===== src/rtl/fetch_redirect_ctrl_pkg.sv =====
// Shared definitions for the fetch redirect controller: FSM state encoding
// and the sequential-fetch PC increment.
package fetch_redirect_ctrl_pkg;

  typedef enum logic [1:0] {
    ST_BOOT    = 2'd0,
    ST_RUN     = 2'd1,
    ST_RECOVER = 2'd2,
    ST_HALT    = 2'd3
  } state_e;

  localparam logic [31:0] PC_INC = 32'd4;

endpackage


===== src/rtl/fetch_redirect_ctrl_sat_counter.sv =====
// Saturating up-counter with synchronous clear; holds at all-ones instead of wrapping.
module sat_counter #(
  parameter int CNT_W = 16
) (
  input  logic             clk,
  input  logic             clear,
  input  logic             inc,
  output logic [CNT_W-1:0] count
);

  logic [CNT_W-1:0] count_q;
  logic [CNT_W-1:0] count_d;

  always_comb begin
    count_d = count_q;
    if (inc && (count_q != {CNT_W{1'b1}})) begin
      count_d = count_q + CNT_W'(1);
    end
  end

  always_ff @(posedge clk) begin
    if (clear) begin
      count_q <= '0;
    end else begin
      count_q <= count_d;
    end
  end

  assign count = count_q;

endmodule


===== src/rtl/fetch_redirect_ctrl.sv =====
// Fetch-stage sequencing: resolves EX branches against the carried prediction,
// redirects fetch with zero latency, and owns boot hold, recovery and halt.
module fetch_redirect_ctrl
  import fetch_redirect_ctrl_pkg::*;
#(
  parameter int BOOT_CYCLES    = 4,
  parameter int RECOVER_CYCLES = 1,
  parameter int CNT_W          = 16
) (
  input  logic             clk,
  input  logic             rst,
  input  logic             hazard_stall,
  input  logic             halt_req,
  input  logic             ex_valid,
  input  logic             ex_is_branch,
  input  logic             ex_is_jump,
  input  logic             ex_actual_taken,
  input  logic             ex_pred_taken,
  input  logic [31:0]      ex_pred_target,
  input  logic [31:0]      ex_actual_target,
  input  logic [31:0]      ex_pc,
  output logic             pc_en,
  output logic             modify_pc_ex,
  output logic [31:0]      update_pc_ex,
  output logic             update_btb_ex,
  output logic             ex_branch_taken,
  output logic             flush_ifid,
  output logic             flush_idex,
  output logic             halted,
  output logic [CNT_W-1:0] branch_cnt,
  output logic [CNT_W-1:0] mispredict_cnt
);

  localparam int MAX_CYC = (BOOT_CYCLES > RECOVER_CYCLES) ? BOOT_CYCLES : RECOVER_CYCLES;
  localparam int CTR_W   = (MAX_CYC > 1) ? $clog2(MAX_CYC) : 1;
  localparam logic [CTR_W-1:0] BOOT_LAST = CTR_W'(BOOT_CYCLES - 1);
  localparam logic [CTR_W-1:0] REC_LAST  = CTR_W'(RECOVER_CYCLES - 1);

  state_e           state_q, state_d;
  logic [CTR_W-1:0] cyc_q, cyc_d;

  logic res;
  logic mis;
  logic in_run;
  logic cnt_clear;

  assign res = ex_valid & (ex_is_branch | ex_is_jump);
  // A taken/taken pair still mispredicts when the carried target was stale.
  assign mis = res & ((ex_actual_taken != ex_pred_taken) |
                      (ex_actual_taken & ex_pred_taken & (ex_actual_target != ex_pred_target)));
  assign in_run    = (state_q == ST_RUN);
  assign cnt_clear = ~rst;

  always_comb begin
    state_d         = state_q;
    cyc_d           = cyc_q;
    pc_en           = 1'b0;
    modify_pc_ex    = 1'b0;
    update_pc_ex    = '0;
    update_btb_ex   = 1'b0;
    ex_branch_taken = 1'b0;
    flush_ifid      = 1'b1;
    flush_idex      = 1'b1;
    halted          = 1'b0;

    unique case (state_q)
      ST_BOOT: begin
        if (cyc_q == BOOT_LAST) begin
          state_d = ST_RUN;
          cyc_d   = '0;
        end else begin
          cyc_d = cyc_q + CTR_W'(1);
        end
      end
      ST_RUN: begin
        update_btb_ex   = res;
        ex_branch_taken = ex_actual_taken;
        if (mis) begin
          // Redirect wins over the load-use stall; a pending halt waits for recovery.
          modify_pc_ex = 1'b1;
          update_pc_ex = ex_actual_taken ? ex_actual_target : (ex_pc + PC_INC);
          pc_en        = 1'b1;
          state_d      = ST_RECOVER;
          cyc_d        = '0;
        end else begin
          pc_en      = ~hazard_stall;
          flush_ifid = 1'b0;
          flush_idex = hazard_stall;
          if (halt_req) begin
            state_d = ST_HALT;
          end
        end
      end
      ST_RECOVER: begin
        pc_en = 1'b1;
        if (cyc_q == REC_LAST) begin
          state_d = halt_req ? ST_HALT : ST_RUN;
          cyc_d   = '0;
        end else begin
          cyc_d = cyc_q + CTR_W'(1);
        end
      end
      ST_HALT: begin
        halted = 1'b1;
      end
      default: begin
        state_d = ST_BOOT;
        cyc_d   = '0;
      end
    endcase
  end

  always_ff @(posedge clk) begin
    if (!rst) begin
      state_q <= ST_BOOT;
      cyc_q   <= '0;
    end else begin
      state_q <= state_d;
      cyc_q   <= cyc_d;
    end
  end

  sat_counter #(.CNT_W(CNT_W)) u_branch_cnt (
    .clk   (clk),
    .clear (cnt_clear),
    .inc   (in_run & res),
    .count (branch_cnt)
  );

  sat_counter #(.CNT_W(CNT_W)) u_mispredict_cnt (
    .clk   (clk),
    .clear (cnt_clear),
    .inc   (in_run & mis),
    .count (mispredict_cnt)
  );

endmodule


===== config.mk =====
export PLATFORM = sky130hd
export DESIGN_NAME = fetch_redirect_ctrl
export DESIGN_NICKNAME = d
export VERILOG_FILES = /design/src/rtl/fetch_redirect_ctrl_pkg.sv /design/src/rtl/fetch_redirect_ctrl_sat_counter.sv /design/src/rtl/fetch_redirect_ctrl.sv
export SDC_FILE = /design/constraint.sdc
export NUM_CORES = 1
export LEC_CHECK = 0
export ABC_AREA = 1
export CAP_MARGIN = 20
export CORE_MARGIN = 2
export CORE_UTILIZATION = 42
export DETAILED_ROUTE_END_ITERATION = 12
export PLACE_DENSITY = 0.83
export SLEW_MARGIN = 20
export SYNTH_ARGS = -nofsm -noshare
export SYNTH_HDL_FRONTEND = slang
export SYNTH_HIERARCHICAL = 1
export SYNTH_SLANG_ARGS = --single-unit
export TNS_END_PERCENT = 30

===== constraint.sdc =====
create_clock -name clk -period 2.8 [get_ports clk]
set_input_delay 0.42 -clock clk [delete_from_list [all_inputs] [get_ports clk]]
set_output_delay 0.42 -clock clk [all_outputs]
set_load 0.02 [all_outputs]

# --- After elaboration in Yosys (flattened, before gate mapping) ---
# Cells that the tools add are included.
word_totals:
  register_bits: 36
  latchBits: 0
  ramBits: 0
  rom_bits: 0
  in_bits: 105
  out_inout_bits: 71
  word_cells: 59
  mem_count: 0
classes:
  addsub: 4
  multipliers: 0
  div_mod_pow: 0
  n_lt_le_gt_ge: 0
  n_eq_ne: 12
  shift: 0
  muxes: 23
  bitwise: 9
  n_reduce_logical: 7
ops:
  columns: ["cell", "n"]
  rows:
  - ["two-way mux 32 bit", 3]
  - ["adder 16 x 1 -> 16 bit, second input constant", 2]
  - ["adder 32 x 3 -> 32 bit, second input constant", 1]
  - ["!= test 16 bit, second input constant", 2]
  - ["!= test 32 bit", 1]
  - ["two-way mux 2 bit", 8]
  - ["case mux 2 bit (3 select lines)", 2]
  - ["two-way mux 1 bit", 9]
  - ["AND 1 bit", 6]
  - ["equality test 2 bit, second input constant", 3]
  - ["!= test 2 bit, second input constant", 3]
  - ["logical NOT 2 bit", 2]
  - ["AND reduction 4 bit", 1]
  - ["!= test 3 bit, second input constant", 1]
  - ["nonzero test 3 bit", 1]
  - ["adder 2 x 1 -> 2 bit, second input constant", 1]
  - ["equality test 2 x 1 -> 1 bit, second input constant", 1]
  - ["logical AND 1 bit", 2]
  - ["OR 1 bit", 2]
  - ["case mux 1 bit (2 select lines)", 1]
  - ["AND reduction 2 bit", 1]
  - ["!= test 1 bit", 1]
  - ["NOT 1 bit", 1]

# --- Depth between registers and ports, before layout ---
# Gate-level depths: netlist of the first run.
logic_depth:
  word_depth: 6
  depth_mapped: 21
  mapped_depth_nobuf: 19

# --- Cells and area by module ---
# The synthesis of the first run kept the hierarchy.
modules_own_cells:
  columns: ["mod", "n_inst", "cells_each", "area_each_um2", "seq_area_each_um2"]
  rows:
  - ["fetch_redirect_ctrl", 1, 395, 2098.3, 80.1]
  - ["sat_counter", 2, 149, 929.6, 320.3]

# --- Least setup slack after synthesis of the first run ---
# No wires, ideal clock.
synth_timing:
  kind: "register to register"
  start: "reg state_q[1]"
  end: "reg u_mispredict_cnt.count_q[13], in the netlist u_mispredict_cnt/count[13]"
  setup_ps: 115
  t_arrival_ps: 2282
  required_time_ps: 2685
  setup_slack_ps: 403
  path_stages_with_launch: 15
  n_path_buf: 2
  period_less_slack_ps: 2397
  path_cell_list: "dfxtp_1 inv_1 ha_1 inv_1 nor2_1 nand2_1 inv_1 buf_2 buf_2 nand3_1 or2_0 nor2_1 nand3_1 nand2_1 nor2_1"
synth_between:
  elab_chain_cells: 3
synth_lines:
  columns: ["item", "line_no", "rtl"]
  rows:
  - ["from (decl)", "fetch_redirect_ctrl.sv:39", "state_e state_q, state_d;"]
  - ["from (signal assigned)", "fetch_redirect_ctrl.sv:118", "state_q <= state_d;"]
  - ["equality test 2 x 1 -> 1 bit", "fetch_redirect_ctrl.sv:51", "assign in_run = (state_q == ST_RUN);"]
  - ["AND 1 bit", "fetch_redirect_ctrl.sv:133", ".inc (in_run & mis),"]
  - ["logical AND 1 bit", "fetch_redirect_ctrl_sat_counter.sv:16", "if (inc && (count_q != {CNT_W{1'b1}})) begin"]
  - ["to (signal assigned)", "fetch_redirect_ctrl_sat_counter.sv:25", "count_q <= count_d;"]
  - ["to (decl)", "fetch_redirect_ctrl_sat_counter.sv:11", "logic [CNT_W-1:0] count_q;"]
# Every way passes these cells.
# A chain may end at the register's enable or synchronous reset.

# --- Worst setup path after layout of the first run ---
layout_timing:
  start: "in ex_pc[6]"
  end: "out update_pc_ex[28]"
layout_between:
  elab_chain_cells: 4
layout_lines:
  columns: ["item", "line_no", "rtl"]
  rows:
  - ["from (decl)", "fetch_redirect_ctrl.sv:21", "input logic [31:0] ex_pc,"]
  - ["adder 32 x 3 -> 32 bit", "fetch_redirect_ctrl.sv:81", "update_pc_ex = ex_actual_taken ? ex_actual_target : (ex_pc + PC_INC);"]
  - ["two-way mux 32 bit", "fetch_redirect_ctrl.sv:81", null]
  - ["two-way mux 32 bit", "fetch_redirect_ctrl.sv:78", "if (mis) begin"]
  - ["two-way mux 32 bit", "fetch_redirect_ctrl.sv:66", "unique case (state_q)"]
  - ["to (decl)", "fetch_redirect_ctrl.sv:24", "output logic [31:0] update_pc_ex,"]
# Every way passes these cells.

==> impl_metrics.toml, run 1 <==
[critical_path]
crit_slowest_cell = "sky130_fd_sc_hd__clkdlybuf4s50_1"
timing.critical_path.cells = "clkdlybuf4s50_1 > inv_1 > nor4_1 > nand2_1 > nor2_2 > nand4_1 > xnor2_1 > nor2_1 > nor2_1 > buf_2"
path_class = "in -> out"
start_kind = "input pin"
crit_path_max_incr_delay_ps = 520
cp-end-kind = "primary output"
worstPathArrival_ps = 2320
timing.critical_path.buf_inv = 3
cpMostUsedCell = "sky130_fd_sc_hd__nor2_1"
path_max_fanout = 3
cp_data_required_time_ps = 2380
worst_path_dominant_cell_family = "simple AND/OR/NAND/NOR gates"

[pwr]
power_density_mw_per_mm2 = 274.3
vdd_ir_drop_max_v = 0.0002067
total_power_mw = 1.905
leakage_nw = 3.626

[floorplanning]
initial_utilization_pct = 43.03
floorplan.core_area_mm2 = 0.009196
die-height_um = 101.1
dieWidth_um = 101.1
num_rows = 35
io_pins = 176
die_area_mm2 = 0.01022

[cts]
worstSkewPairLatency_ps = 290
cts_htree_levels = 2
tritoncts_num_sinks = 36
cts_made_buffers = 5
postCtsHoldBufs = 0
clock_tree_from_tritoncts = "yes"
cts.reportedPaths.clkPinSlew_ps = 70
cts.root.buffer_cell = "sky130_fd_sc_hd__clkbuf_8"
ctsLongestPathBuffers = 2

[outcome]
run_status = "finished, final reports clean"

[yosys]
yosys.cell_types.count = 36
post_syn_nets = 809
postSynthAreaPerCell_um2 = 5.711
synth_top_flop_cell = "sky130_fd_sc_hd__dfxtp_1"
synthesis.instances = 693
yosysSeqAreaShare_pct = 18.21
ys_ff_latch = 36
synth_edf_count = 0
yosysWarningCount = 6
synth-async-reset-ratio_pct = 0
netlist_area_mm2 = 0.003958

[layout]
layout-area-overhead-vs-synth_pct = 75.47
antenna-diode-count = 0
nNetsFinal = 1076
multi_input_area_mm2 = 0.003087
fill_cells = 741
area.sequential_um2 = 720.7
fraction_of_layout_instances_using_a_drive_strength_above_1_pct = 22.79

[detailed_routing]
routed_wire_length_per_instance_um = 14.37
dr.first_iter.drc_count = 195
number_of_optimization_iterations_in_the_first_detailed_route_pass = 5
route.vias.total = 5453
remaining_drc_errors = 0
antenna_left = 0
drt-vias-per-instance = 5.087
routed_wl_um = 15400

[global_routing]
globalRouteMet2Util_pct = 49.82
groute.usage.overall_pct = 28.89
grt_first_pass_wirelength_um = 23910
gr-max-usage-layer = "met2"
grt.overflow.total = 0
met3_demand_to_capacity_share_in_global_routing_pct = 4.924
grt_max_degree = 23
antenna_violations_before_repair = 0
grt_pass1_vias = 5359
global_route.usage.met1_pct = 35.78

[timing]
maxSlewHeadroom_pct = 66.02
maximum_clock_rate_ghz = 0.3647
finClkSkew_ps = 3.199
finalCriticalPeriod_ps = 2742
finalSetupViolations = 0
finalWorstSetupSlack_ps = 57.98
number_of_endpoints_with_negative_hold_slack_in_the_final_report = 0
timing.final.crit_share_pct = 97.93
tightest_slew_ps = 509.1
grt_setup_unrepaired = "yes"
final-max-slew-violation-count = 0
fin_setup_tns_ps = 0

[worst_hold_path]
hold_path.class = "reg -> reg"

[place]
gp_routability_congestion = 0.9534
detailedPlacementHpwl_um = 12070
pre_cts_slack_ps = -515.8
buffer_ports.inserted = 175

[job]
maxCapViolations = 0
[Yosys cell counts (2+ instances only)]
| cell | number | area, µm² |
|---|---|---|
| sky130_fd_sc_hd__nor3_1 | 14 | 70.07 |
| sky130_fd_sc_hd__nor3_2 | 2 | 20.02 |
| sky130_fd_sc_hd__dfxtp_1 | 36 | 720.7 |
| sky130_fd_sc_hd__nor2_4 | 7 | 78.83 |
| sky130_fd_sc_hd__xor2_1 | 13 | 113.9 |
| sky130_fd_sc_hd__nor4_2 | 2 | 25.02 |
| sky130_fd_sc_hd__clkbuf_4 | 2 | 15.01 |
| sky130_fd_sc_hd__ha_1 | 11 | 137.6 |
| sky130_fd_sc_hd__clkbuf_1 | 4 | 15.01 |
| sky130_fd_sc_hd__nand4_1 | 12 | 75.07 |
| sky130_fd_sc_hd__a211oi_1 | 8 | 60.06 |
| sky130_fd_sc_hd__o21ai_1 | 2 | 10.01 |
| sky130_fd_sc_hd__nand2_2 | 7 | 43.79 |
| sky130_fd_sc_hd__inv_2 | 3 | 11.26 |
| sky130_fd_sc_hd__nand2_1 | 197 | 739.5 |
| sky130_fd_sc_hd__a21oi_1 | 36 | 180.2 |
| sky130_fd_sc_hd__nor2_1 | 129 | 484.2 |
| sky130_fd_sc_hd__buf_2 | 6 | 30.03 |
| sky130_fd_sc_hd__or2_0 | 2 | 12.51 |
| sky130_fd_sc_hd__inv_1 | 77 | 289.0 |
| sky130_fd_sc_hd__nor2_2 | 23 | 143.9 |
| sky130_fd_sc_hd__nor2_8 | 2 | 40.04 |
| sky130_fd_sc_hd__nor4_1 | 6 | 37.54 |
| sky130_fd_sc_hd__xnor2_1 | 29 | 254.0 |
| sky130_fd_sc_hd__nand3_1 | 36 | 180.2 |
| sky130_fd_sc_hd__o21ai_0 | 17 | 85.08 |
[power breakdown]
| part | switching, mW | total, mW | internal, mW |
|---|---|---|---|
| logic | 0.490 | 0.930 | 0.440 |
| clock network | 0.196 | 0.397 | 0.201 |
| registers | 0.0347 | 0.577 | 0.542 |
| total | 0.721 | 1.90 | 1.18 |
[repair_timing]
| action | in CTS | in global routing |
|---|---|---|
| pin swaps | 1 | 53 |
| setup endpoints to repair | 36 | 44 |
| gates cloned | 1 | 0 |
| buffers inserted | 5 | 3 |
| gates resized for setup | 119 | 130 |
[path summary, 6_finish.rpt]
| path | slack [ps] | startpoint | cells past startpoint | endpoint |
|---|---|---|---|---|
| worst max register to register | 300 | state_q[1]$_SDFFE_PN0P_ | 15 | u_mispredict_cnt/count[13]$_SDFFE_PP0P_ |
| worst min register to register | 540 | cyc_q[1]$_SDFFE_PN0P_ | 2 | cyc_q[1]$_SDFFE_PN0P_ |
| worst min-delay path | 540 | cyc_q[1]$_SDFFE_PN0P_ | 2 | cyc_q[1]$_SDFFE_PN0P_ |
| worst max-delay path | 60 | ex_pc[6] | 10 | update_pc_ex[28] |
[per-layer routing]
metal  share of wire [%]  wire (µm)  vias to the layer above
li1                    -          -                     2720
met1                  42       6518                     2505
met5                   0          0                        -
met2                  49       7569                      185
met4                 3.5        535                        0
met3                 5.0        776                       43
[per-stage QoR]
| stage | util (%) | hold WS, ps | instances | instance area (µm²) |
|---|---|---|---|---|
| final | 75.51 | 537.4 | 1072 | 6944 |
| after global routing | 75.51 | 562.4 | 1072 | 6944 |
| after CTS | 71.96 | 537.6 | 1069 | 6618 |
| after detailed placement | 70.12 | 527.7 | 1055 | 6449 |
| after global placement | 70.12 | 485.0 | 1055 | 6449 |
| after floorplan | - | 469.9 | 693 | 3958 |
[cell type report]
cell class                 count  share of cell area, %
multi-input combinational    564                  44.45
timing repair buffer         272                  37.39
sequential                    36                  10.38
inverter                      80                  4.378
tap                          111                  2.000
clock buffer                   8                  1.297
timing repair inverter         1                 0.1081
[sequential cells by signal (all words and copies together), names as in the netlist]
name                    flops
u_branch_cnt/count         16
u_mispredict_cnt/count     16
state_q                     2
cyc_q                       2
[cells in the final DEF, fill, tap and decap left out, types with 26 or more instances in the layout]
master | netlist | routed
sky130_fd_sc_hd__dlymetal6s2s_1 | 0 | 68
sky130_fd_sc_hd__clkdlybuf4s50_1 | 0 | 70
sky130_fd_sc_hd__nor2_1 | 129 | 120
sky130_fd_sc_hd__nand2_1 | 197 | 190
sky130_fd_sc_hd__a21oi_1 | 36 | 34
sky130_fd_sc_hd__nand3_1 | 36 | 34
sky130_fd_sc_hd__xnor2_1 | 29 | 27
sky130_fd_sc_hd__inv_1 | 77 | 71
sky130_fd_sc_hd__nor2_2 | 23 | 26
sky130_fd_sc_hd__buf_4 | 1 | 98
sky130_fd_sc_hd__dfxtp_1 | 36 | 36
[tightest hold or removal path: cells and delay by family (launching register included)]
family | cells | cell delay (ps)
compound gates | 1 | 50
flops | 1 | 350
simple gates | 1 | 90
[cell families after synthesis]
logic type                 share of synthesized area [%]
xor gates and xnor gates                           9.295
AOI/OAI and AO/OA                                  9.612
buffers and inverters                              9.295
DFF                                                18.21
and+or+nand+nor                                    50.11
adders and majority gates                          3.478
No activity file was read; power rests on OpenSTA's default activity.
==> run 2: changes to the inputs <==
--- a/config.mk
+++ b/config.mk
@@ -9,7 +9,10 @@
 export CAP_MARGIN = 20
 export CORE_MARGIN = 2
 export CORE_UTILIZATION = 42
+export CTS_CLUSTER_DIAMETER = 80
+export CTS_CLUSTER_SIZE = 8
 export DETAILED_ROUTE_END_ITERATION = 12
+export MAX_ROUTING_LAYER = met4
 export PLACE_DENSITY = 0.83
 export SLEW_MARGIN = 20
 export SYNTH_ARGS = -nofsm -noshare
==> impl_metrics.toml, run 2 (same netlist as run 1, synthesis figures left out) <==
[detailed_routing]
dr.first_iter.drc_count = 155
number_of_optimization_iterations_in_the_first_detailed_route_pass = 4
met2_length_um = 7493
routed_wire_length_per_instance_um = 14.05
antenna_left = 0
drt-vias-per-instance = 4.984
routed_wl_um = 15090
route.vias.total = 5353
routed-wl-met3_um = 773
detail_route.wirelength.met1_um = 6455
remaining_drc_errors = 0
route.top_layer_used = "met4"

[cts]
cts.reportedPaths.clkPinSlew_ps = 80
cts_made_buffers = 5
cts.root.buffer_cell = "sky130_fd_sc_hd__clkbuf_8"
postCtsHoldBufs = 0
ctsLongestPathBuffers = 2
tritoncts_num_sinks = 36
worstSkewPairLatency_ps = 290
clock_tree_from_tritoncts = "yes"
cts_htree_levels = 2

[place]
buffer_ports.inserted = 175
detailedPlacementHpwl_um = 11830
gp_routability_congestion = 0.9877
pre_cts_slack_ps = -528.8
place_area_mm2 = 0.006491

[outcome]
run_status = "finished, final reports clean"

[layout]
final_util_pct = 74.82
final_common_cell = "sky130_fd_sc_hd__nand2_1"
nNetsFinal = 1078
fill_cells = 742
fraction_of_layout_instances_using_a_drive_strength_above_1_pct = 24.61
final_design_area_no_fill_mm2 = 0.006880
layout-area-overhead-vs-synth_pct = 73.85
most-common-layout-cells = "sky130_fd_sc_hd__nand2_1, sky130_fd_sc_hd__nor2_1, sky130_fd_sc_hd__buf_4"
antenna-diode-count = 0

[floorplanning]
dieWidth_um = 101.1
die-height_um = 101.1
num_rows = 35
die_area_mm2 = 0.01022
io_pins = 176
floorplan.core_area_mm2 = 0.009196
initial_utilization_pct = 43.03

[global_routing]
grt_first_pass_wirelength_um = 23190
grt_pass1_vias = 5069
groute.usage.overall_pct = 28.81
grt.overflow.total = 0
grt_max_degree = 24
antenna_violations_before_repair = 0

[critical_path]
crit_slowest_cell = "sky130_fd_sc_hd__clkdlybuf4s50_1"
path_class = "in -> out"
reg2reg_end = "u_mispredict_cnt/count[13]$_SDFFE_PP0P_"
rrSetupSlack_ps = 380
crit_path_max_incr_delay_ps = 470
timing.critical_path.cells = "clkdlybuf4s50_1 > xnor2_1 > nand2_1 > nor2_2 > nand2_2 > nor2_2 > nand2_1 > nand2_1 > nand2_2 > nand2_4 > clkinvlp_4 > buf_6 > o21ai_0 > a21oi_1 > buf_4"
start_kind = "input pin"
cp-end-kind = "primary output"
cpMostUsedCell = "sky130_fd_sc_hd__nand2_1"
cp_data_required_time_ps = 2380
worstRegToRegCells = 15
r2r-start = "state_q[1]$_SDFFE_PN0P_"
path_max_fanout = 5
worstPathArrival_ps = 2330
cp-startpoint = "ex_pred_target[25]"

[timing]
finClkSkew_ps = 9.371
maxSlewHeadroom_pct = 65.13
finalWorstSetupSlack_ps = 50.94
number_of_endpoints_with_negative_hold_slack_in_the_final_report = 0
finalCriticalPeriod_ps = 2749
fin_setup_tns_ps = 0
timing.final.crit_share_pct = 98.18
maximum_clock_rate_ghz = 0.3638
tightest_slew_ps = 522.5
final-max-slew-violation-count = 0
finalSetupViolations = 0
grt_setup_unrepaired = "yes"

[pwr]
power_density_mw_per_mm2 = 272.6
leakage_nw = 3.595
vdd_ir_drop_max_v = 0.0002218

[worst_hold_path]
timing.hold.worst_endpoint = "u_branch_cnt/count[1]$_SDFFE_PP0P_"
min_from = "u_branch_cnt/count[1]$_SDFFE_PP0P_"
min_path_cells = 2
hold_path.class = "reg -> reg"

[job]
maxCapViolations = 0
[run 2: metal layers]
layer  GRT usage, %  vias up
met3          3.190       29
met4          7.796        0
met2          49.62      176
li1               -     2728
met1          35.67     2420
met5              -        -
[run 2: worst max-delay path by stage]
stage / endpoint / slack, ps
2_1_floorplan: u_mispredict_cnt/count[13]$_SDFFE_PP0P_ / 400
3_3_place_gp: update_pc_ex[30] / -520
3_5_place_dp: update_pc_ex[17] / -530
4_1_cts: update_pc_ex[30] / -80
5_1_grt: update_pc_ex[24] / -110
6_report: update_pc_ex[16] / 50
[run 2: report_power, final]
| group | total [mW] | switching [mW] | internal [mW] | leakage (nW) |
|---|---|---|---|---|
| clock network | 0.375 | 0.201 | 0.174 | 0.0479 |
| registers | 0.578 | 0.0357 | 0.542 | 0.291 |
| logic | 0.923 | 0.487 | 0.436 | 3.26 |
[run 2: through the flow]
step / hold slack [ps] / power (mW) / instances
global route: 543.6 / 1.999 / 1074
floorplan: 469.9 / 1.023 / 693
global placement: 484.9 / 1.445 / 1059
finish: 534.9 / 1.876 / 1074
detailed placement: 514.9 / 1.492 / 1059
CTS: 528.1 / 1.864 / 1073
[run 2: what timing repair did]
action                     4_1_cts  5_1_grt
setup endpoints to repair       36       48
setup buffers                    5        1
resized for setup              148      126
pin swaps                        3       56
hold endpoints to repair         0        0
gates cloned                     1        0
[run 2: critical path: cells and delay by family]
| family | cells | cell delay, ps |
|---|---|---|
| AO/OA/AOI/OAI | 2 | 120 |
| AND/OR/NAND/NOR | 8 | 720 |
| buffers and inverters | 4 | 940 |
| XOR/XNOR | 1 | 110 |
[run 2: layout make-up]
type | instances | area [µm²] | area share, %
well taps | 111 | 138.9 | 2.019
repair inverters | 1 | 7.507 | 0.1091
clock buffers | 5 | 68.82 | 1.000
inverters | 80 | 304.0 | 4.419
multi-input cells | 564 | 3067 | 44.57
repair buffers | 274 | 2555 | 37.13
flip-flops and latches | 36 | 720.7 | 10.47
clock inverters | 3 | 18.77 | 0.2728
